`src/rtl/framebuffer_fill_writer.sv`:
```
// Rectangle-fill write engine for the 320x240 8-bit frame RAM that the VGA path reads.
// It takes one command at a time, clips it to the frame, and writes pixels in raster order while wr_allow is high.
module framebuffer_fill_writer #(
  parameter int H_RES  = 320,
  parameter int V_RES  = 240,
  parameter int ADDR_W = 17,
  parameter int DATA_W = 8
) (
  input  logic              clk,
  input  logic              rst,
  input  logic              cmd_valid,
  output logic              cmd_ready,
  input  logic [8:0]        cmd_x,
  input  logic [7:0]        cmd_y,
  input  logic [8:0]        cmd_w,
  input  logic [7:0]        cmd_h,
  input  logic [DATA_W-1:0] cmd_color,
  input  logic              wr_allow,
  output logic              fb_we,
  output logic [ADDR_W-1:0] fb_addr,
  output logic [DATA_W-1:0] fb_data,
  output logic              busy,
  output logic              done
);

  typedef enum logic [1:0] {IDLE, SETUP, FILL, DONE} state_t;

  localparam logic [9:0]        H_RES_10 = 10'(H_RES);
  localparam logic [9:0]        V_RES_10 = 10'(V_RES);
  localparam logic [ADDR_W-1:0] H_RES_A  = ADDR_W'(H_RES);

  state_t              state_q, state_d;
  logic [8:0]          x_q, x_d, w_q, w_d;
  logic [7:0]          y_q, y_d, h_q, h_d;
  logic [DATA_W-1:0]   color_q, color_d;
  logic [9:0]          x_end_q, x_end_d, y_end_q, y_end_d;
  logic [9:0]          col_q, col_d, row_q, row_d;
  logic [ADDR_W-1:0]   row_base_q, row_base_d;
  logic                cmd_ready_q, cmd_ready_d;
  logic                fb_we_q, fb_we_d;
  logic [ADDR_W-1:0]   fb_addr_q, fb_addr_d;
  logic [DATA_W-1:0]   fb_data_q, fb_data_d;
  logic                busy_q, busy_d;
  logic                done_q, done_d;
  logic [9:0]          x_sum, y_sum;
  logic                rect_empty;

  // Ten-bit sums so x+w and y+h can never wrap before clipping.
  assign x_sum = {1'b0, x_q} + {1'b0, w_q};
  assign y_sum = {2'b00, y_q} + {2'b00, h_q};
  assign rect_empty = (w_q == 9'd0) || (h_q == 8'd0) ||
                      ({1'b0, x_q} >= H_RES_10) || ({2'b00, y_q} >= V_RES_10);

  always_comb begin
    state_d    = state_q;
    x_d        = x_q;
    y_d        = y_q;
    w_d        = w_q;
    h_d        = h_q;
    color_d    = color_q;
    x_end_d    = x_end_q;
    y_end_d    = y_end_q;
    col_d      = col_q;
    row_d      = row_q;
    row_base_d = row_base_q;
    fb_we_d    = 1'b0;
    fb_addr_d  = fb_addr_q;
    fb_data_d  = fb_data_q;
    done_d     = 1'b0;

    case (state_q)
      IDLE: begin
        if (cmd_valid) begin
          x_d     = cmd_x;
          y_d     = cmd_y;
          w_d     = cmd_w;
          h_d     = cmd_h;
          color_d = cmd_color;
          state_d = SETUP;
        end
      end
      SETUP: begin
        x_end_d    = (x_sum > H_RES_10) ? H_RES_10 : x_sum;
        y_end_d    = (y_sum > V_RES_10) ? V_RES_10 : y_sum;
        col_d      = {1'b0, x_q};
        row_d      = {2'b00, y_q};
        row_base_d = ADDR_W'(y_q) * H_RES_A;
        state_d    = rect_empty ? DONE : FILL;
      end
      FILL: begin
        if (wr_allow) begin
          fb_we_d   = 1'b1;
          fb_addr_d = row_base_q + ADDR_W'(col_q);
          fb_data_d = color_q;
          // Row wrap steps the base by one line so no multiply is needed here.
          if (col_q == x_end_q - 10'd1) begin
            col_d      = {1'b0, x_q};
            row_d      = row_q + 10'd1;
            row_base_d = row_base_q + H_RES_A;
            if (row_q == y_end_q - 10'd1) begin
              state_d = DONE;
            end
          end else begin
            col_d = col_q + 10'd1;
          end
        end
      end
      DONE: begin
        done_d  = 1'b1;
        state_d = IDLE;
      end
      default: state_d = IDLE;
    endcase

    cmd_ready_d = (state_d == IDLE);
    busy_d      = (state_d != IDLE);
  end

  always_ff @(posedge clk) begin
    if (rst) begin
      state_q     <= IDLE;
      x_q         <= '0;
      y_q         <= '0;
      w_q         <= '0;
      h_q         <= '0;
      color_q     <= '0;
      x_end_q     <= '0;
      y_end_q     <= '0;
      col_q       <= '0;
      row_q       <= '0;
      row_base_q  <= '0;
      cmd_ready_q <= 1'b1;
      fb_we_q     <= 1'b0;
      fb_addr_q   <= '0;
      fb_data_q   <= '0;
      busy_q      <= 1'b0;
      done_q      <= 1'b0;
    end else begin
      state_q     <= state_d;
      x_q         <= x_d;
      y_q         <= y_d;
      w_q         <= w_d;
      h_q         <= h_d;
      color_q     <= color_d;
      x_end_q     <= x_end_d;
      y_end_q     <= y_end_d;
      col_q       <= col_d;
      row_q       <= row_d;
      row_base_q  <= row_base_d;
      cmd_ready_q <= cmd_ready_d;
      fb_we_q     <= fb_we_d;
      fb_addr_q   <= fb_addr_d;
      fb_data_q   <= fb_data_d;
      busy_q      <= busy_d;
      done_q      <= done_d;
    end
  end

  assign cmd_ready = cmd_ready_q;
  assign fb_we     = fb_we_q;
  assign fb_addr   = fb_addr_q;
  assign fb_data   = fb_data_q;
  assign busy      = busy_q;
  assign done      = done_q;

endmodule

```
`config.mk`:
```
export PLATFORM = sky130hd
export DESIGN_NAME = framebuffer_fill_writer
export DESIGN_NICKNAME = d
export VERILOG_FILES = /design/src/rtl/framebuffer_fill_writer.sv
export SDC_FILE = /design/constraint.sdc
export NUM_CORES = 1
export LEC_CHECK = 0
export ABC_AREA = 0
export CAP_MARGIN = 20
export CORE_ASPECT_RATIO = 0.5
export CORE_MARGIN = 3
export CORE_UTILIZATION = 48
export DETAILED_ROUTE_END_ITERATION = 8
export PLACE_DENSITY_LB_ADDON = 0.12
export SYNTH_ARGS = -nofsm -noshare
export SYNTH_HDL_FRONTEND = slang
export SYNTH_SLANG_ARGS = --single-unit
export TNS_END_PERCENT = 30
```
`constraint.sdc`:
```
create_clock -name clk -period 2.77 [get_ports clk]
set_clock_uncertainty 0.2 [all_clocks]
set_input_delay 0.554 -clock clk [delete_from_list [all_inputs] [get_ports clk]]
set_output_delay 0.554 -clock clk [all_outputs]
set_load 0.005 [all_outputs]
```
== Word-level counts from Yosys, hierarchy flattened ==
Index checks and enable logic that the tools add are counted.

* Bits in registers: 130
* Word-level logic and storage cells: 71

* Add/sub/neg operators: 8
* $mul: 1
* Magnitude comparators: 4
* Eq/ne operators: 7
* Muxes and demuxes: 19
* Bitwise operators: 1
* Reduce and logical (&&, ||, !) cells: 14

{| class="wikitable"
|+ Operator list
! cell !! number
|-
| $mux W10 || 5
|-
| $pmux W10 S2 || 2
|-
| $mux W17 || 2
|-
| $pmux W17 S2 || 1
|-
| $add A10 B1 Y10 const B || 2
|-
| $eq A10 B10 Y1 || 2
|-
| $sub A10 B1 Y10 const B || 2
|-
| $add A17 B10 Y17 || 1
|-
| $add A17 B9 Y17 const B || 1
|-
| $mul A8 B3 Y11 const B || 1
|-
| $add A9 B9 Y10 || 1
|-
| $gt A10 B9 Y1 const B || 1
|-
| $add A8 B8 Y9 || 1
|-
| $ge A9 B9 Y1 const B || 1
|-
| $gt A9 B8 Y1 const B || 1
|-
| $logic_not A9 Y1 || 1
|-
| $mux W9 || 1
|-
| $ge A8 B8 Y1 const B || 1
|-
| $logic_not A8 Y1 || 1
|-
| $mux W2 || 4
|-
| $pmux W2 S4 || 1
|-
| $reduce_and A2 Y1 || 3
|-
| $eq A2 B2 Y1 const B || 2
|-
| $logic_not A2 Y1 || 2
|-
| other kinds (8) || 14
|}

== Logic depth before layout (Yosys ltp) ==
* Depth after elaboration: 7
* Gate-level depth with buffers: 11
* Mapped depth without buffers: 10

== Worst setup path before layout ==
No wires, ideal clock.

* Kind: register to register
* Start point: register x_end_q[2]
* End point: register row_base_q[6]
* Arrival: 2377 ps
* Slack: 118 ps
* Cell stages (with the launch flop): 10
* Buffers on the path: 2
* Clock period less this slack: 2652 ps
* Path through: dfxtp_1 buf_6 nor4_4 nand2_2 o311a_1 a2111oi_4 o21ai_2 buf_2 or4_1 o21ai_0

* Longest elaborated chain between the ends: 4

{| class="wikitable"
|+ Ends and longest elaborated chain
! what !! RTL line !! RTL
|-
| start: declaration || 36 || <nowiki>logic [9:0] x_end_q, x_end_d, y_end_q, y_end_d;</nowiki>
|-
| start signal: assignment || 145 || <nowiki>x_end_q <= x_end_d;</nowiki>
|-
| $sub A10 B1 Y10 || 96 || <nowiki>if (col_q == x_end_q - 10'd1) begin</nowiki>
|-
| $eq A10 B10 Y1 || 96 ||
|-
| $ne A2 B2 Y1 (no line) || n/a ||
|-
| $reduce_and A3 Y1 (no line) || n/a ||
|-
| end signal: assignment || 149 || <nowiki>row_base_q <= row_base_d;</nowiki>
|-
| end: declaration || 38 || <nowiki>logic [ADDR_W-1:0] row_base_q, row_base_d;</nowiki>
|}

Every way passes these cells.
A chain may end at the register's enable or synchronous reset.

== Worst setup path after layout ==
* Start point: register x_end_q[1]
* End point: register row_base_q[6]

Same word-level chain as after synthesis.

==> metrics.txt <==
Final nets=1077; top cell type's share of synthesized area=35.3%; Synthesis Warnings=0; Clock power frac=29.3%; top cells by area, synth=dfxtp_1 (35%), nand2_1 (9.0%), a21oi_1 (8.1%); Root Driver=clkbuf_16; DP Area=0.00813 mm^2; clock transition at the registers of the reported paths=about 70 ps; CTS tree=built; main combinational cell family by area after synthesis=compound AO/OA/AOI/OAI gates; FF+latch area=0.00247 mm^2; Tmin final=2750 ps; die height=slightly above 90 um; largest net degree at the start of global routing=43; gpl congestion=between 0.8 and 0.9; P_int=4.64 mW; Final Non-Filler Cells=~1200; Slew Viols, Final=0; run status=completed; Clock Latency Late Sink=between 400 and 500 ps; Peak VDD IR=just under 500 uV; DIE AREA=0.0161 mm^2; prevailing post-synth register cell=dfxtp_1; hpwl dp=13300 um; via count of the first global-routing pass=6157; worst setup margin=24.9 ps; area of the multi-input gates=around 0.0043 mm^2; simple-gate portion of the synthesized area=22.0%; H-tree depth=4; compound-cell area share of the yosys netlist=23.6%; GRT Total Usage=23.5%; met2 usage=35.7%; fill count=1192; Max Fclk=roughly 0.36 GHz; clk sinks=123; Reg power frac=31.4%; Max-slew headroom=63.3%; global-route wire length before repair=30600 um; Post-Synthesis Cells=888; Post-synth EDFFs=0; FF-to-FF Start=x_end_q[1]$_SDFFE_PP0P_; Post-Syn Area=0.00697 mm^2; ys async rst share=0%; vias post-DR=between 6000 and 7000; CTS Buf Count=17; vias per cell=~5.7; Hold Path Class=flip-flop to flip-flop; total of max-cap violations=0; Routed WL per cell=16.0 um; Max FO, Critical Path=5; most frequent cell after synthesis=nand2_1; CP Launch Type=flip-flop; synth cell count leaders=nand2_1 (167), dfxtp_1 (123), a21oi_1 (113); initial antenna violation count=0; Synth Area in XOR/XNOR=5.65%; Mapped Nets=980; Hold Startpoint=color_q[6]$_SDFFE_PP0P_; Cells after DPL=1151; Slew @ Worst Pin=548 ps; FF+latch count, synth=123; leak pwr=3.47 nW; area leader, netlist=dfxtp_1; Port Buffer Count=74; # hold bufs at CTS=0; CTS max path bufs=2; Global Route met3 Usage=under 10%; worst slack at placement=-147 ps; GR Util met1=33.7%; Syn Area/Cell=slightly below 8 um^2; Switching Share=38.3%; diodes inserted=0; post-layout instance area=roughly 0.0089 mm^2; Hold Vio Cnt, Final=0; mux contribution to synthesized area=0.323%; worst setup path startpoint=x_end_q[1]$_SDFFE_PP0P_; TritonRoute pass-1 iters=5; global route overflow=0; Ports=75; starting density of the core=50.2%; post-synthesis adder-cell area fraction=under 10%; Final Cycle Share=99.1%; Detailed Route Iter0 Violations=~650; crit path kind=flip-flop to flip-flop; Final Setup Violations=0; pwr dens=around 840 mW/mm^2; most crowded layer after global routing=met2; total wire length=19000 um; Worst EP arrival=2900 ps; Std-Cell Rows=30; Worst setup EP type=flip-flop; sequential cell area fraction in the yosys report=35.3%; Die W=roughly 180 um; required time of the critical path=slightly below 3000 ps; Final ANT Viol Nets=0; combinational power share=39.3%; sw power=~2.9 mW; count of different cell masters after synthesis=62; fin util=roughly 64%; drt drc=0; Core Area=0.0139 mm^2; total power=around 7.5 mW; RSZ-0062 raised after global routing=yes; share of cells above drive strength 1=13.1%; Layout area overhead=27.8%
[flip-flops by register name (all words and copies together) (netlist names)]
name	cells
fb_addr	17
h_q	8
cmd_ready	1
fb_we	1
state_q	2
x_end_q	10
y_q	8
x_q	9
busy	1
col_q	10
row_base_q	11
row_q	10
color_q	8
w_q	9
fb_data	8
done	1
y_end_q	9
[layout by cell type (no fill, tap or decap), types with 6 or more instances in the layout]
master,netlist,routed
a211oi_1,15,14
a22o_1,10,10
nand3_1,30,30
o32ai_1,12,12
buf_4,0,50
o21ai_0,27,24
o211ai_1,7,7
a21o_1,10,10
and2_1,12,12
nor4_1,6,6
ha_1,43,40
nand2_1,167,167
nor3_1,30,28
a31oi_1,10,10
o21a_1,9,9
a21oi_1,113,109
clkbuf_16,0,17
inv_1,30,27
dfxtp_1,123,118
nor2_1,44,44
xnor2_1,27,26
clkdlybuf4s50_1,0,73
xor2_1,18,18
o21bai_1,7,7
[power groups by stage]
stage | Sequential [mW] | Combinational (mW) | Clock, mW
after CTS | 2.34 | 2.78 | 2.23
after global routing | 2.39 | 3.26 | 2.32
final | 2.36 | 2.95 | 2.21
after floorplan | 2.30 | 1.91 | 0
after global placement | 2.37 | 2.68 | 0
after detailed placement | 2.38 | 2.74 | 0
[cells by family after synthesis]
kind of cell,after synthesis
xor gates and xnor gates,45
adders and majority gates,46
muxes,2
AOI/OAI and AO/OA,255
DFF,123
buffers and inverters,82
and+or+nand+nor,335
[repair_timing]
item	4_1_cts	5_1_grt
buffers inserted	1	5
pin swaps	3	16
resized for setup	4	34
setup endpoints to repair	8	30
cloned	0	1
[metrics by stage]
step / setup TNS [ps] / hold slack (ps)
finish: 0 / 248
global route: -104 / 271
CTS: 0 / 253
detailed placement: -434 / 245
global placement: -210 / 235
floorplan: 0 / 232
[final timing paths]
kind / end / slack, ps / depth (start not counted)
max reg2reg: row_base_q[6]$_SDFFE_PP0P_ / 20 / 10
max: row_base_q[6]$_SDFFE_PP0P_ / 20 / 10
min reg2reg: fb_data[6]$_SDFFE_PP0P_ / 250 / 2
min: fb_data[6]$_SDFFE_PP0P_ / 250 / 2
[layer usage]
metal	vias to the layer above	wire, um	part of all wire (%)
met5	-	0	0
met4	0	277	1.5
met3	26	1090	5.7
met2	183	8340	44
met1	3167	9320	49
li1	3356	-	-
[worst max-delay path, cell delays in order (launching register included)]
cell and delay, ps:
dfxtp_4 380, inv_4 40, ha_4 170, xnor2_4 130
a211oi_2 210, o211ai_1 180, a2111oi_4 470, o21ai_4 170
buf_6 160, or4_1 500, o21ai_1 80
[final cells by class]
cell class	instances	share of cell area, %
inverter	31	1.33
tap	192	2.70
multi-input combinational	684	48.4
sequential	123	27.8
clock buffer	17	4.78
timing repair buffer	128	13.2
clock inverter	15	1.76
Note: power is estimated with default switching activity, not from simulation.
